[src/rtl/motor_pkg.sv]
// Shared types and helpers for the motor-control datapath.
//   bridge_state_e : H-bridge drive state (COAST, FWD, REV, DEAD)
//   calc_period    : PWM period in clocks from clock and carrier frequency
//   sat_abs        : magnitude of a signed duty word, clamped to a limit
package motor_pkg;

    localparam int unsigned DUTY_W = 24;
    localparam int unsigned ABS_W  = DUTY_W + 1;

    typedef enum logic [1:0] {
        COAST,
        FWD,
        REV,
        DEAD
    } bridge_state_e;

    // Carrier period in system clocks.
    function automatic int unsigned calc_period(input int unsigned clock_freq,
                                                input int unsigned pwm_freq);
        return clock_freq / pwm_freq;
    endfunction

    // One extra bit of width so the most negative duty has a representable magnitude.
    function automatic logic [ABS_W-1:0] sat_abs(input logic signed [DUTY_W-1:0] d,
                                                 input logic [ABS_W-1:0]         limit);
        logic [ABS_W-1:0] mag;
        mag = d[DUTY_W-1] ? (ABS_W'(0) - {d[DUTY_W-1], d}) : {1'b0, d};
        return (mag > limit) ? limit : mag;
    endfunction

endpackage

[src/rtl/pwm_timebase.sv]
// Free-running PWM wrap counter.
//   clk_i          : system clock
//   rst_i          : synchronous active-high reset
//   cnt_o          : counter value, 0..PERIOD-1
//   boundary_o     : high in the clock where cnt_o == PERIOD-1
//   period_start_o : high in the clock where cnt_o == 0 (not in the clock right after reset)
module pwm_timebase #(
    parameter int unsigned PERIOD = 800,
    parameter int unsigned CNT_W  = 10
) (
    input  logic             clk_i,
    input  logic             rst_i,
    output logic [CNT_W-1:0] cnt_o,
    output logic             boundary_o,
    output logic             period_start_o
);

    logic [CNT_W-1:0] cnt_q;
    logic             boundary_q;
    logic             period_start_q;

    // Strobes are pre-decoded one count early so they line up with cnt_q.
    always_ff @(posedge clk_i) begin
        if (rst_i) begin
            cnt_q          <= '0;
            boundary_q     <= 1'b0;
            period_start_q <= 1'b0;
        end else begin
            if (cnt_q == CNT_W'(PERIOD - 1)) begin
                cnt_q <= '0;
            end else begin
                cnt_q <= cnt_q + CNT_W'(1);
            end
            boundary_q     <= (cnt_q == CNT_W'(PERIOD - 2));
            period_start_q <= (cnt_q == CNT_W'(PERIOD - 1));
        end
    end

    assign cnt_o          = cnt_q;
    assign boundary_o     = boundary_q;
    assign period_start_o = period_start_q;

endmodule

[src/rtl/hbridge_pwm_driver.sv]
// Two-input H-bridge driver with edge-aligned PWM, direction mapping,
// reversal dead time and enable/fault shutdown.
//   CLK           : system clock
//   reset         : synchronous active-high reset
//   duty          : signed duty word, sign = direction, magnitude in clocks
//   enable        : 1 allows driving, 0 forces coast
//   fault         : external driver fault, latched until reset
//   pwm_a / pwm_b : bridge IN1 (forward PWM) / IN2 (reverse PWM)
//   dir           : active direction, 0 forward, 1 reverse
//   period_start  : one-clock pulse at the start of each PWM period
//   fault_latched : sticky fault flag
module hbridge_pwm_driver
    import motor_pkg::*;
#(
    parameter int unsigned CLOCK_FREQ  = 16_000_000,
    parameter int unsigned PWM_FREQ    = 20_000,
    parameter int unsigned DEAD_CYCLES = 16
) (
    input  logic                     CLK,
    input  logic                     reset,
    input  logic signed [DUTY_W-1:0] duty,
    input  logic                     enable,
    input  logic                     fault,
    output logic                     pwm_a,
    output logic                     pwm_b,
    output logic                     dir,
    output logic                     period_start,
    output logic                     fault_latched
);

    localparam int unsigned PERIOD = calc_period(CLOCK_FREQ, PWM_FREQ);
    localparam int unsigned CNT_W  = $clog2(PERIOD);
    localparam int unsigned MAG_W  = $clog2(PERIOD + 1);
    localparam int unsigned DEAD_W = (DEAD_CYCLES > 1) ? $clog2(DEAD_CYCLES) : 1;
    localparam logic [DEAD_W-1:0] DEAD_LAST = DEAD_W'(DEAD_CYCLES - 1);

    logic [CNT_W-1:0] cnt;
    logic             boundary;

    bridge_state_e    state_q;
    logic [MAG_W-1:0] mag_l_q;
    logic [MAG_W-1:0] mag_l_d;
    logic             req_dir_q;
    logic             req_dir_d;
    logic [DEAD_W-1:0] dead_cnt_q;
    logic             dir_q;
    logic             pwm_a_q;
    logic             pwm_b_q;
    logic             fault_latched_q;

    logic             pwm_on_c;
    logic             mag_nz_c;
    logic             stop_c;

    pwm_timebase #(
        .PERIOD (PERIOD),
        .CNT_W  (CNT_W)
    ) u_timebase (
        .clk_i          (CLK),
        .rst_i          (reset),
        .cnt_o          (cnt),
        .boundary_o     (boundary),
        .period_start_o (period_start)
    );

    // Values that get latched at the period boundary; transitions taken at the
    // boundary act on these so the new period starts with the new request.
    assign mag_l_d   = MAG_W'(sat_abs(duty, ABS_W'(PERIOD)));
    assign req_dir_d = duty[DUTY_W-1];
    assign mag_nz_c  = (mag_l_d != '0);

    assign pwm_on_c  = (MAG_W'(cnt) < mag_l_q);

    // Shutdown has priority over any boundary transition in the same clock.
    assign stop_c    = fault || fault_latched_q || !enable;

    // Direction / dead-time FSM with registered bridge outputs.
    always_ff @(posedge CLK) begin
        if (reset) begin
            state_q         <= COAST;
            mag_l_q         <= '0;
            req_dir_q       <= 1'b0;
            dead_cnt_q      <= '0;
            dir_q           <= 1'b0;
            pwm_a_q         <= 1'b0;
            pwm_b_q         <= 1'b0;
            fault_latched_q <= 1'b0;
        end else begin
            pwm_a_q    <= 1'b0;
            pwm_b_q    <= 1'b0;
            dead_cnt_q <= '0;

            if (boundary) begin
                mag_l_q   <= mag_l_d;
                req_dir_q <= req_dir_d;
            end

            if (fault) begin
                fault_latched_q <= 1'b1;
            end

            if (stop_c) begin
                state_q <= COAST;
            end else begin
                case (state_q)
                    COAST: begin
                        if (boundary && mag_nz_c) begin
                            state_q <= req_dir_d ? REV : FWD;
                            dir_q   <= req_dir_d;
                        end
                    end
                    FWD: begin
                        pwm_a_q <= pwm_on_c;
                        if (boundary) begin
                            if (!mag_nz_c) begin
                                state_q <= COAST;
                            end else if (req_dir_d) begin
                                state_q <= DEAD;
                            end
                        end
                    end
                    REV: begin
                        pwm_b_q <= pwm_on_c;
                        if (boundary) begin
                            if (!mag_nz_c) begin
                                state_q <= COAST;
                            end else if (!req_dir_d) begin
                                state_q <= DEAD;
                            end
                        end
                    end
                    DEAD: begin
                        // Counter keeps its phase, so the first pulse after DEAD is short.
                        if (dead_cnt_q == DEAD_LAST) begin
                            if (mag_l_q == '0) begin
                                state_q <= COAST;
                            end else begin
                                state_q <= req_dir_q ? REV : FWD;
                                dir_q   <= req_dir_q;
                            end
                        end else begin
                            dead_cnt_q <= dead_cnt_q + DEAD_W'(1);
                        end
                    end
                    default: begin
                        state_q <= COAST;
                    end
                endcase
            end
        end
    end

    assign pwm_a         = pwm_a_q;
    assign pwm_b         = pwm_b_q;
    assign dir           = dir_q;
    assign fault_latched = fault_latched_q;

endmodule

[config.mk]
export PLATFORM = sky130hd
export DESIGN_NAME = hbridge_pwm_driver
export DESIGN_NICKNAME = d
export VERILOG_FILES = /design/src/rtl/motor_pkg.sv /design/src/rtl/pwm_timebase.sv /design/src/rtl/hbridge_pwm_driver.sv
export SDC_FILE = /design/constraint.sdc
export NUM_CORES = 1
export LEC_CHECK = 0
export BUFFER_PORTS_ARGS = -buffer_cell sky130_fd_sc_hd__buf_2
export CAP_MARGIN = 20
export CORE_MARGIN = 1
export CORE_UTILIZATION = 45
export DETAILED_ROUTE_END_ITERATION = 16
export PLACE_DENSITY_LB_ADDON = 0.12
export SLEW_MARGIN = 10
export SYNTH_ARGS = -nofsm -noshare
export SYNTH_HDL_FRONTEND = slang
export SYNTH_SLANG_ARGS = --single-unit
[constraint.sdc]
create_clock -name CLK -period 6.76 [get_ports CLK]
set_input_delay 1.014 -clock CLK [delete_from_list [all_inputs] [get_ports CLK]]
set_output_delay 1.014 -clock CLK [all_outputs]
set_load 0.005 [all_outputs]
==> results.yml, run 1 <==
route:
  routed_wire_length_um: 5650
  antenna_violating_nets_post_route: 0
  detail_route.first_pass.iterations: 4
  drt_iter0_drc: 98
  dr_wl_cell_um: 14.09
  remaining_design_rule_violation_count: 0
  routed-via-count: 2280
  route.detailed.vias_per_inst: 5.686
synthesis:
  yosysWarningCount: 0
  async_flop_share_pct: 0
  syn_area_per_cell_um2: 8.453
  yosys.cell_count.top_type: "sky130_fd_sc_hd__nor2_1"
  yosys.area.top_type: "sky130_fd_sc_hd__dfxtp_1"
  synth-edff-count: 0
  part_of_the_yosys_area_used_for_sequential_elements_pct: 26.14
  synthesis.area_um2: 2527
  synth_cell_type_count: 66
  netlist_top_cells_area: "sky130_fd_sc_hd__dfxtp_1 (26%), sky130_fd_sc_hd__ha_1 (9.4%), sky130_fd_sc_hd__nor2_1 (5.3%), sky130_fd_sc_hd__inv_1 (3.1%), sky130_fd_sc_hd__xnor2_1 (3.1%)"
  synth.cells.most_frequent: "sky130_fd_sc_hd__nor2_1 (36), sky130_fd_sc_hd__dfxtp_1 (33), sky130_fd_sc_hd__inv_1 (21)"
  dominantRegCellSynth: "sky130_fd_sc_hd__dfxtp_1"
  post-synth-top-area-fraction_pct: 26.14
  yosys_register_bits: 33
  synthesis.instances: 299
  synth_nets: 346
clock_tree:
  clkSlewWorstSetupHoldPaths_ns: 0.07
  clock_tree.htree_level_count: 2
  tritoncts: "yes"
  resized_gates_after_cts: 0
  cts-buffers-inserted: 5
  cts-root-to-sink-buffers: 2
  cts.sink_count: 33
  holdBufCountCts: 0
  clockRootBuffer: "sky130_fd_sc_hd__clkbuf_8"
  cts_post_setup_buffers_inserted: 0
  clock_insertion_delay_worst_skew_ns: 0.29
setup_path:
  path_delay_family: "simple AND/OR/NAND/NOR gates"
  crit_type: "input pin to flip-flop"
  regToRegEndpoint: "pwm_a$_SDFF_PP0_"
  timing.critical_path.fanout_max: 13
  reg2reg_slack_ns: 4.85
  worstRegToRegCells: 10
  cpMaxStageDelayCell: "sky130_fd_sc_hd__nor4_2"
  timing.critical_path.required_ns: 6.98
  max_stage_delay_ns: 0.87
  rr_startpoint: "mag_l_q[1]$_SDFFE_PP0P_"
  end_kind: "flip-flop"
  path_cells: "buf_2 > nor4_2 > nand4b_1 > a311o_1 > nor4b_2 > nand3_2 > nor4_4 > mux2_4 > a311o_2 > o21ai_2"
  timing.critical_path.buf_inv: 1
  critPathArrivalTime_ns: 4.21
  startpoint_type: "input pin"
min_path:
  worst_min_delay_path_endpoint: "dead_cnt_q[0]$_SDFF_PP0_"
  hold_path_startpoint: "dead_cnt_q[0]$_SDFF_PP0_"
  hold_path_class: "flip-flop to flip-flop"
  hold_path_depth: 1
grt:
  first_global_vias: 2136
  global_route.usage.total_pct: 20.25
  grt_start_max_net_pins: 31
  grt_first_pass_wirelength_um: 9701
  grt-ovfl-total: 0
  initial_antenna_violation_count: 0
finish:
  finalNetCount: 377
  layout-drive-gt1-share_pct: 19.64
  n_antenna_cell: 0
  postLayoutCoreUtil_pct: 53.68
  synthToLayoutAreaGrowth_pct: 11.93
timing:
  finClkSkew_ns: 0.006772
  hold_viol: 0
  grt_setup_unrepaired: "false"
  fmaxAchievable_mhz: 250.4
  min_period_over_period_pct: 59.08
  relSlewSlack_pct: 33.76
  fin_setup_tns_ns: 0
  timing.final.setup_violations: 0
  minimum_clock_period_ns: 3.994
  timing_max_transition_violations_final: 0
  worst_slew_pin_slew_ns: 0.9854
power_and_ir_drop:
  vdd.ir_drop.worst_mv: 0.06170
  power_per_cell_area_nw_per_um2: 161.7
  finalPower_mw: 0.4574
  power_leakage_nw: 1.049
run:
  timing.max_cap.violations: 0
floorplan:
  dieHeight_um: 76.95
  design.die.area_um2: 5921
  placeableCoreArea_um2: 5270
  floorplan.rows: 26
  initial_core_util_pct: 47.96
  io_pins: 33
  chip_width_um: 76.95
place:
  place.gp.congestion: 0.9022
  dp_hpwl_um: 4316
  port_buffers: 32
status:
  run_status: "complete, no violations"
-- how the worst max path moves through the flow --
stage	from	end	slack, ns	depth (start not counted)
after CTS	duty[6]	state_q[1]$_SDFFE_PP0P_	2.75	10
after floorplan	duty[6]	state_q[1]$_SDFFE_PP0P_	3.19	9
after global placement	duty[6]	state_q[1]$_SDFFE_PP0P_	2.58	10
final	duty[6]	state_q[1]$_SDFFE_PP0P_	2.77	10
after global routing	duty[6]	state_q[1]$_SDFFE_PP0P_	2.54	10
after detailed placement	duty[6]	state_q[1]$_SDFFE_PP0P_	2.45	10
-- layout make-up --
class / instances / area (um^2)
fillers: 520 / 2441
multi-input cells: 236 / 1722
flip-flops and latches: 33 / 660.6
repair buffers: 32 / 160.2
well taps: 70 / 87.58
clock buffers: 7 / 86.33
inverters: 22 / 82.58
clock inverters: 1 / 30.03
-- through the flow --
step / cells / hold WS (ns) / area, um^2 / worst slack (ns)
6_report: 401 / 0.4493 / 2829 / 2.766
5_1_grt: 401 / 0.4654 / 2829 / 2.543
4_1_cts: 401 / 0.4523 / 2829 / 2.751
3_5_place_dp: 393 / 0.4421 / 2713 / 2.448
3_3_place_gp: 393 / 0.4385 / 2713 / 2.584
2_1_floorplan: 299 / 0.4179 / 2527 / 3.195
-- layout by cell type, fill, tap and decap left out, types with 3 or more instances in the layout --
| master | n |
|---|---|
| sky130_fd_sc_hd__a21oi_1 | 10 |
| sky130_fd_sc_hd__buf_2 | 32 |
| sky130_fd_sc_hd__nand2_1 | 15 |
| sky130_fd_sc_hd__inv_1 | 21 |
| sky130_fd_sc_hd__xor2_1 | 8 |
| sky130_fd_sc_hd__nor2_1 | 36 |
| sky130_fd_sc_hd__dfxtp_1 | 33 |
| sky130_fd_sc_hd__ha_1 | 19 |
| sky130_fd_sc_hd__xnor2_1 | 9 |
| sky130_fd_sc_hd__o41ai_1 | 3 |
| sky130_fd_sc_hd__clkbuf_8 | 6 |
| sky130_fd_sc_hd__nor2b_1 | 4 |
| sky130_fd_sc_hd__or3_1 | 3 |
| sky130_fd_sc_hd__a31oi_1 | 6 |
| sky130_fd_sc_hd__a311oi_1 | 3 |
| sky130_fd_sc_hd__nand3_1 | 10 |
| sky130_fd_sc_hd__nand2b_1 | 7 |
| sky130_fd_sc_hd__nor3_1 | 7 |
| sky130_fd_sc_hd__nor4_1 | 6 |
| sky130_fd_sc_hd__mux2i_1 | 3 |
| sky130_fd_sc_hd__a21o_1 | 3 |
| sky130_fd_sc_hd__a22oi_1 | 7 |
| sky130_fd_sc_hd__nand4_1 | 4 |
| sky130_fd_sc_hd__nor4_4 | 3 |
| sky130_fd_sc_hd__and3_1 | 4 |
| sky130_fd_sc_hd__o21ai_0 | 15 |
-- per-layer routing --
layer	wire (um)	GRT usage [%]	up-vias
met3	220	4.167	8
met1	2837	27.55	1058
met5	0	0	-
met2	2514	31.43	44
li1	-	-	1170
met4	78	6.923	0
-- power by group --
group          total (mW)  internal [mW]  leakage [nW]  switching, mW
registers           0.199          0.196         0.267        0.00233
clock network       0.194          0.120        0.0585         0.0734
logic              0.0653         0.0268         0.723         0.0385
total               0.457          0.343          1.05          0.114
-- cell families after synthesis --
kind of cell / Yosys count / share of synthesized area (%)
adder cells (fa/ha/maj): 19 / 9.406
flip-flops: 33 / 26.14
AND/OR/NAND/NOR: 123 / 29.70
multiplexers: 7 / 3.267
AO/OA/AOI/OAI: 70 / 19.85
XOR/XNOR: 17 / 5.891
buffers and inverters: 30 / 5.743
-- flip-flops by register name (all words and copies together), names as in the netlist --
register and cells:
req_dir_q 1, dead_cnt_q 4, pwm_b 1, u_timebase.boundary_o 1, u_timebase.cnt_o 10, state_q 2
mag_l_q 10, dir 1, pwm_a 1, fault_latched 1, u_timebase.period_start_o 1
(Power assumes the default switching activity.)
==> run 2, diff against run 1 <==
==> constraint.sdc (replaced) <==
create_clock -name CLK -period 3.2 [get_ports CLK]
set_input_delay 0.48 -clock CLK [delete_from_list [all_inputs] [get_ports CLK]]
set_output_delay 0.48 -clock CLK [all_outputs]
set_load 0.005 [all_outputs]
==> run 2 against run 1 <==
Largest power group unchanged; routed wire length is 0.39% higher; highest routed layer unchanged; core utilization increased by 3.2 points; sequential power is 110% higher; critical endpoint unchanged; global-route usage about the same; critical path type unchanged.
==> results.yml, run 2 (synthesized netlist as in run 1, its figures left out) <==
status:
  run_status: "complete, no violations"
min_path:
  hold_path_class: "input pin to flip-flop"
  hold_path_startpoint: "fault"
  hold_path_depth: 3
  worst_min_delay_path_endpoint: "fault_latched$_SDFFE_PP0P_"
run:
  timing.max_cap.violations: 0
clock_tree:
  holdBufCountCts: 0
  clock_insertion_delay_worst_skew_ns: 0.29
  cts_post_setup_buffers_inserted: 0
  tritoncts: "yes"
  clock_tree.htree_level_count: 2
  clkSlewWorstSetupHoldPaths_ns: 0.07
  cts.sink_count: 33
  cts-root-to-sink-buffers: 2
  clockRootBuffer: "sky130_fd_sc_hd__clkbuf_8"
  resized_gates_after_cts: 0
  cts-buffers-inserted: 5
floorplan:
  chip_width_um: 76.95
  floorplan.rows: 26
  initial_core_util_pct: 47.96
  dieHeight_um: 76.95
  placeableCoreArea_um2: 5270
  io_pins: 33
  design.die.area_um2: 5921
grt:
  global_route.usage.total_pct: 20.27
  initial_antenna_violation_count: 0
  grt_first_pass_wirelength_um: 9729
  grt-ovfl-total: 0
  first_global_vias: 2155
  grt_start_max_net_pins: 24
power_and_ir_drop:
  vdd.ir_drop.worst_mv: 0.2143
  power_per_cell_area_nw_per_um2: 329.7
  power_leakage_nw: 1.157
finish:
  n_antenna_cell: 0
  layout-drive-gt1-share_pct: 24.93
  finalNetCount: 399
  synthToLayoutAreaGrowth_pct: 18.61
  mostFrequentLayoutCells: "sky130_fd_sc_hd__nor2_1 (36), sky130_fd_sc_hd__dfxtp_1 (33), sky130_fd_sc_hd__buf_2 (32)"
  layout_commonest_cell: "sky130_fd_sc_hd__nor2_1"
  fill_count: 502
setup_path:
  startpoint_type: "input pin"
  path_delay_family: "compound AO/OA/AOI/OAI gates"
  max_stage_delay_ns: 0.35
  timing.critical_path.buf_inv: 3
  end_kind: "flip-flop"
  path_cells: "buf_2 > buf_4 > nor4_4 > buf_4 > a41oi_1 > o41ai_1 > o311a_2 > nand3_2 > nor4_4 > mux2_4 > a311o_2 > o21ai_2"
  reg2reg_slack_ns: 1.29
  regToRegEndpoint: "pwm_b$_SDFF_PP0_"
  crit_type: "input pin to flip-flop"
  rr_startpoint: "mag_l_q[1]$_SDFFE_PP0P_"
  timing.critical_path.required_ns: 3.42
  worstRegToRegCells: 10
  cpMaxStageDelayCell: "sky130_fd_sc_hd__nor4_4"
  critPathArrivalTime_ns: 3.20
  timing.critical_path.fanout_max: 4
place:
  place.gp.congestion: 0.8564
  port_buffers: 32
  dp_hpwl_um: 4495
  placement.setup.worst_slack_ns: -0.07460
route:
  routed-via-count: 2363
  drt_iter0_drc: 69
  routed_wire_length_um: 5672
  dr_wl_cell_um: 13.41
  remaining_design_rule_violation_count: 0
  detail_route.first_pass.iterations: 4
  route.detailed.vias_per_inst: 5.586
  antenna_violating_nets_post_route: 0
timing:
  relSlewSlack_pct: 56.66
  timing.final.setup_violations: 0
  minimum_clock_period_ns: 2.977
  setup_slack_ns: 0.2235
  worst_slew_pin_slew_ns: 0.6488
  min_period_over_period_pct: 93.02
  hold_viol: 0
  fin_setup_tns_ns: 0
  timing_max_transition_violations_final: 0
  finClkSkew_ns: 0.004830
  grt_setup_unrepaired: "false"
  fmaxAchievable_mhz: 336.0
## run 2: cell types whose count changed in the layout (fill, tap and decap cells not counted)
cell	change
sky130_fd_sc_hd__buf_4	+22
sky130_fd_sc_hd__clkbuf_1	-1
sky130_fd_sc_hd__clkinvlp_4	+1
## run 2: layer usage
layer  wire (um)  part of all wire, %  GRT usage [%]
met3         278                  4.9          3.929
met1        2775                   49          27.85
met2        2545                   45          31.70
met5           0                    0              0
met4          73                  1.3          6.154
## run 2: power breakdown
group	switching, mW	internal, mW	leakage, nW
clock network	0.161	0.253	0.0574
registers	0.00454	0.415	0.267
logic	0.0840	0.0710	0.833
## run 2: final cells by class
type	count	area (um^2)	share of cell area [%]
clock buffer	6	82.58	2.755
clock inverter	2	37.54	1.252
inverter	22	82.58	2.755
multi-input combinational	236	1722	57.43
sequential	33	660.6	22.04
tap	70	87.58	2.922
timing repair buffer	54	325.3	10.85
## run 2: worst max path at each step
stage                       start                 endpoint  slack, ns  depth (start not counted)
after floorplan           duty[6]  state_q[1]$_SDFFE_PP0P_       0.17                          9
after global placement    duty[6]  state_q[1]$_SDFFE_PP0P_      -0.03                         10
after detailed placement  duty[1]  state_q[1]$_SDFFE_PP0P_      -0.07                         12
after CTS                 duty[1]  state_q[1]$_SDFFE_PP0P_       0.21                         12
after global routing      duty[6]  state_q[1]$_SDFFE_PP0P_       0.08                         11
final                     duty[1]  state_q[1]$_SDFFE_PP0P_       0.22                         12
## run 2: worst min-delay path, stage by stage
cell and delay [ns]:
sky130_fd_sc_hd__buf_2 0.08, sky130_fd_sc_hd__nor2_1 0.04, sky130_fd_sc_hd__nor2_1 0.07
## run 2: per-stage QoR
step	power (mW)	instance area, um^2	utilization, %	cells	hold WS, ns
2_1_floorplan	0.5141	2527	-	299	0.4179
3_3_place_gp	0.5822	2878	54.61	415	0.4365
3_5_place_dp	0.5829	2878	54.61	415	0.4457
4_1_cts	0.9983	2998	56.89	423	0.4128
5_1_grt	1.036	2998	56.89	423	0.4406
6_report	0.9883	2998	56.89	423	0.4152
==> run 3, diff against run 2 <==
--- a/config.mk
+++ b/config.mk
@@ -10,8 +10,7 @@
 export CORE_MARGIN = 1
 export CORE_UTILIZATION = 45
 export DETAILED_ROUTE_END_ITERATION = 16
-export PLACE_DENSITY_LB_ADDON = 0.12
-export SLEW_MARGIN = 10
+export PLACE_DENSITY_LB_ADDON = 0.25
 export SYNTH_ARGS = -nofsm -noshare
 export SYNTH_HDL_FRONTEND = slang
 export SYNTH_SLANG_ARGS = --single-unit
==> run 3 against run 2 <==
Non-clock buffer count decreased by 4; critical path type unchanged; routed wire length shrank 3.4%; sequential power barely moved; fmax decreased by 2.0%; critical endpoint unchanged; sequential share of layout area up 0.25 points; clock power shrank 5%.
==> results.yml, run 3 (synthesized netlist as in run 1, its figures left out) <==
grt:
  grt_first_pass_wirelength_um: 9535
  first_global_vias: 2143
  initial_antenna_violation_count: 0
  grt_start_max_net_pins: 20
  grt-ovfl-total: 0
  global_route.usage.total_pct: 19.86
route:
  antenna_violating_nets_post_route: 0
  detail_route.first_pass.iterations: 5
  routed_wire_length_um: 5480
  remaining_design_rule_violation_count: 0
  drt_iter0_drc: 120
  dr_wl_cell_um: 13.08
  route.detailed.vias_per_inst: 5.489
  routed-via-count: 2300
floorplan:
  placeableCoreArea_um2: 5270
  dieHeight_um: 76.95
  chip_width_um: 76.95
  initial_core_util_pct: 47.96
  floorplan.rows: 26
  io_pins: 33
  design.die.area_um2: 5921
power_and_ir_drop:
  finalPower_mw: 0.9665
  power_per_cell_area_nw_per_um2: 326.1
  vdd.ir_drop.worst_mv: 0.2329
  power_leakage_nw: 1.136
clock_tree:
  cts-buffers-inserted: 5
  clkSlewWorstSetupHoldPaths_ns: 0.06
  cts-root-to-sink-buffers: 2
  cts_post_setup_buffers_inserted: 0
  clock_insertion_delay_worst_skew_ns: 0.28
  clock_tree.htree_level_count: 2
  clockRootBuffer: "sky130_fd_sc_hd__clkbuf_8"
  holdBufCountCts: 0
  tritoncts: "yes"
  cts.sink_count: 33
  resized_gates_after_cts: 0
timing:
  worst_slew_pin_slew_ns: 0.6795
  fmaxAchievable_mhz: 329.2
  timing_max_transition_violations_final: 0
  hold_viol: 0
  min_period_over_period_pct: 94.92
  finClkSkew_ns: 0.004354
  minimum_clock_period_ns: 3.038
  relSlewSlack_pct: 54.61
  timing.final.setup_violations: 0
  grt_setup_unrepaired: "false"
setup_path:
  worst_setup_path_startpoint: "duty[1]"
  timing.critical_path.required_ns: 3.42
  end_kind: "flip-flop"
  crit_type: "input pin to flip-flop"
  timing.critical_path.fanout_max: 4
  critPathArrivalTime_ns: 3.26
  rr_startpoint: "mag_l_q[1]$_SDFFE_PP0P_"
  startpoint_type: "input pin"
place:
  placedInstanceArea_um2: 2848
  port_buffers: 32
  post-place-cells: 411
  dp_hpwl_um: 4356
  place.gp.congestion: 0.8514
min_path:
  hold_path_class: "input pin to flip-flop"
  hold_path_startpoint: "fault"
status:
  run_status: "complete, no violations"
finish:
  finalNetCount: 395
  mostFrequentLayoutCells: "sky130_fd_sc_hd__nor2_1 (36), sky130_fd_sc_hd__dfxtp_1 (33), sky130_fd_sc_hd__buf_2 (32)"
  layout_commonest_cell: "sky130_fd_sc_hd__nor2_1"
  post_layout_nonfiller_instances: 419
  n_antenna_cell: 0
  postLayoutCellArea_um2: 2964
  synthToLayoutAreaGrowth_pct: 17.28
  layout-drive-gt1-share_pct: 23.78
run:
  timing.max_cap.violations: 0
## run 3: changes by cell type in the layout (fill, tap and decap cells not counted)
cell	change
sky130_fd_sc_hd__buf_4	-4
sky130_fd_sc_hd__clkbuf_1	+1
sky130_fd_sc_hd__clkinvlp_4	-1
## run 3: final timing paths
path / to / slack (ns) / cells past startpoint
setup / recovery: state_q[1]$_SDFFE_PP0P_ / 0.16 / 12
hold / removal: fault_latched$_SDFFE_PP0P_ / 0.41 / 3
setup reg to reg: pwm_a$_SDFF_PP0_ / 1.32 / 10
hold reg to reg: dead_cnt_q[0]$_SDFF_PP0_ / 0.45 / 1
## run 3: final cells by class
| class | instances | area [um^2] |
|---|---|---|
| Clock buffer | 7 | 86.33 |
| Clock inverter | 1 | 30.03 |
| Fill cell | 516 | 2306 |
| Inverter | 22 | 82.58 |
| Multi-Input combinational cell | 236 | 1722 |
| Sequential cell | 33 | 660.6 |
| Tap cell | 70 | 87.58 |
| Timing Repair Buffer | 50 | 295.3 |
## run 3: worst max-delay path, cell delays in order
cell	delay (ns)
sky130_fd_sc_hd__buf_2	0.12
sky130_fd_sc_hd__inv_1	0.09
sky130_fd_sc_hd__ha_1	0.16
sky130_fd_sc_hd__or3b_1	0.36
sky130_fd_sc_hd__or3_1	0.36
sky130_fd_sc_hd__o211ai_2	0.15
sky130_fd_sc_hd__nor4b_4	0.22
sky130_fd_sc_hd__nand3_2	0.15
sky130_fd_sc_hd__nor4_4	0.37
sky130_fd_sc_hd__mux2_4	0.35
sky130_fd_sc_hd__a311o_2	0.32
sky130_fd_sc_hd__o21ai_2	0.12
## run 3: metrics by stage
stage	hold WS (ns)	util (%)	setup WS [ns]	setup TNS [ns]
finish	0.4139	56.24	0.1625	0
global route	0.4201	56.24	0.06542	0
CTS	0.4073	56.24	0.1859	0
detailed placement	0.4429	54.04	-0.1223	-0.1933
global placement	0.4345	54.04	-0.07472	-0.1050
floorplan	0.4179	-	0.1689	0
## run 3: per-layer routing
metal  track usage [%]  routed length, um  up-vias
met5                 0                  0        -
met1             25.14               2648     1042
met3             4.405                198        6
li1                  -                  -     1200
met4             7.308                 80        0
met2             32.68               2552       52
## run 3: where the power goes
part           total (mW)  switching, mW  internal (mW)
Combinational       0.151         0.0824         0.0689
Sequential          0.420        0.00512          0.415
Clock               0.395          0.142          0.254
Total               0.967          0.229          0.737
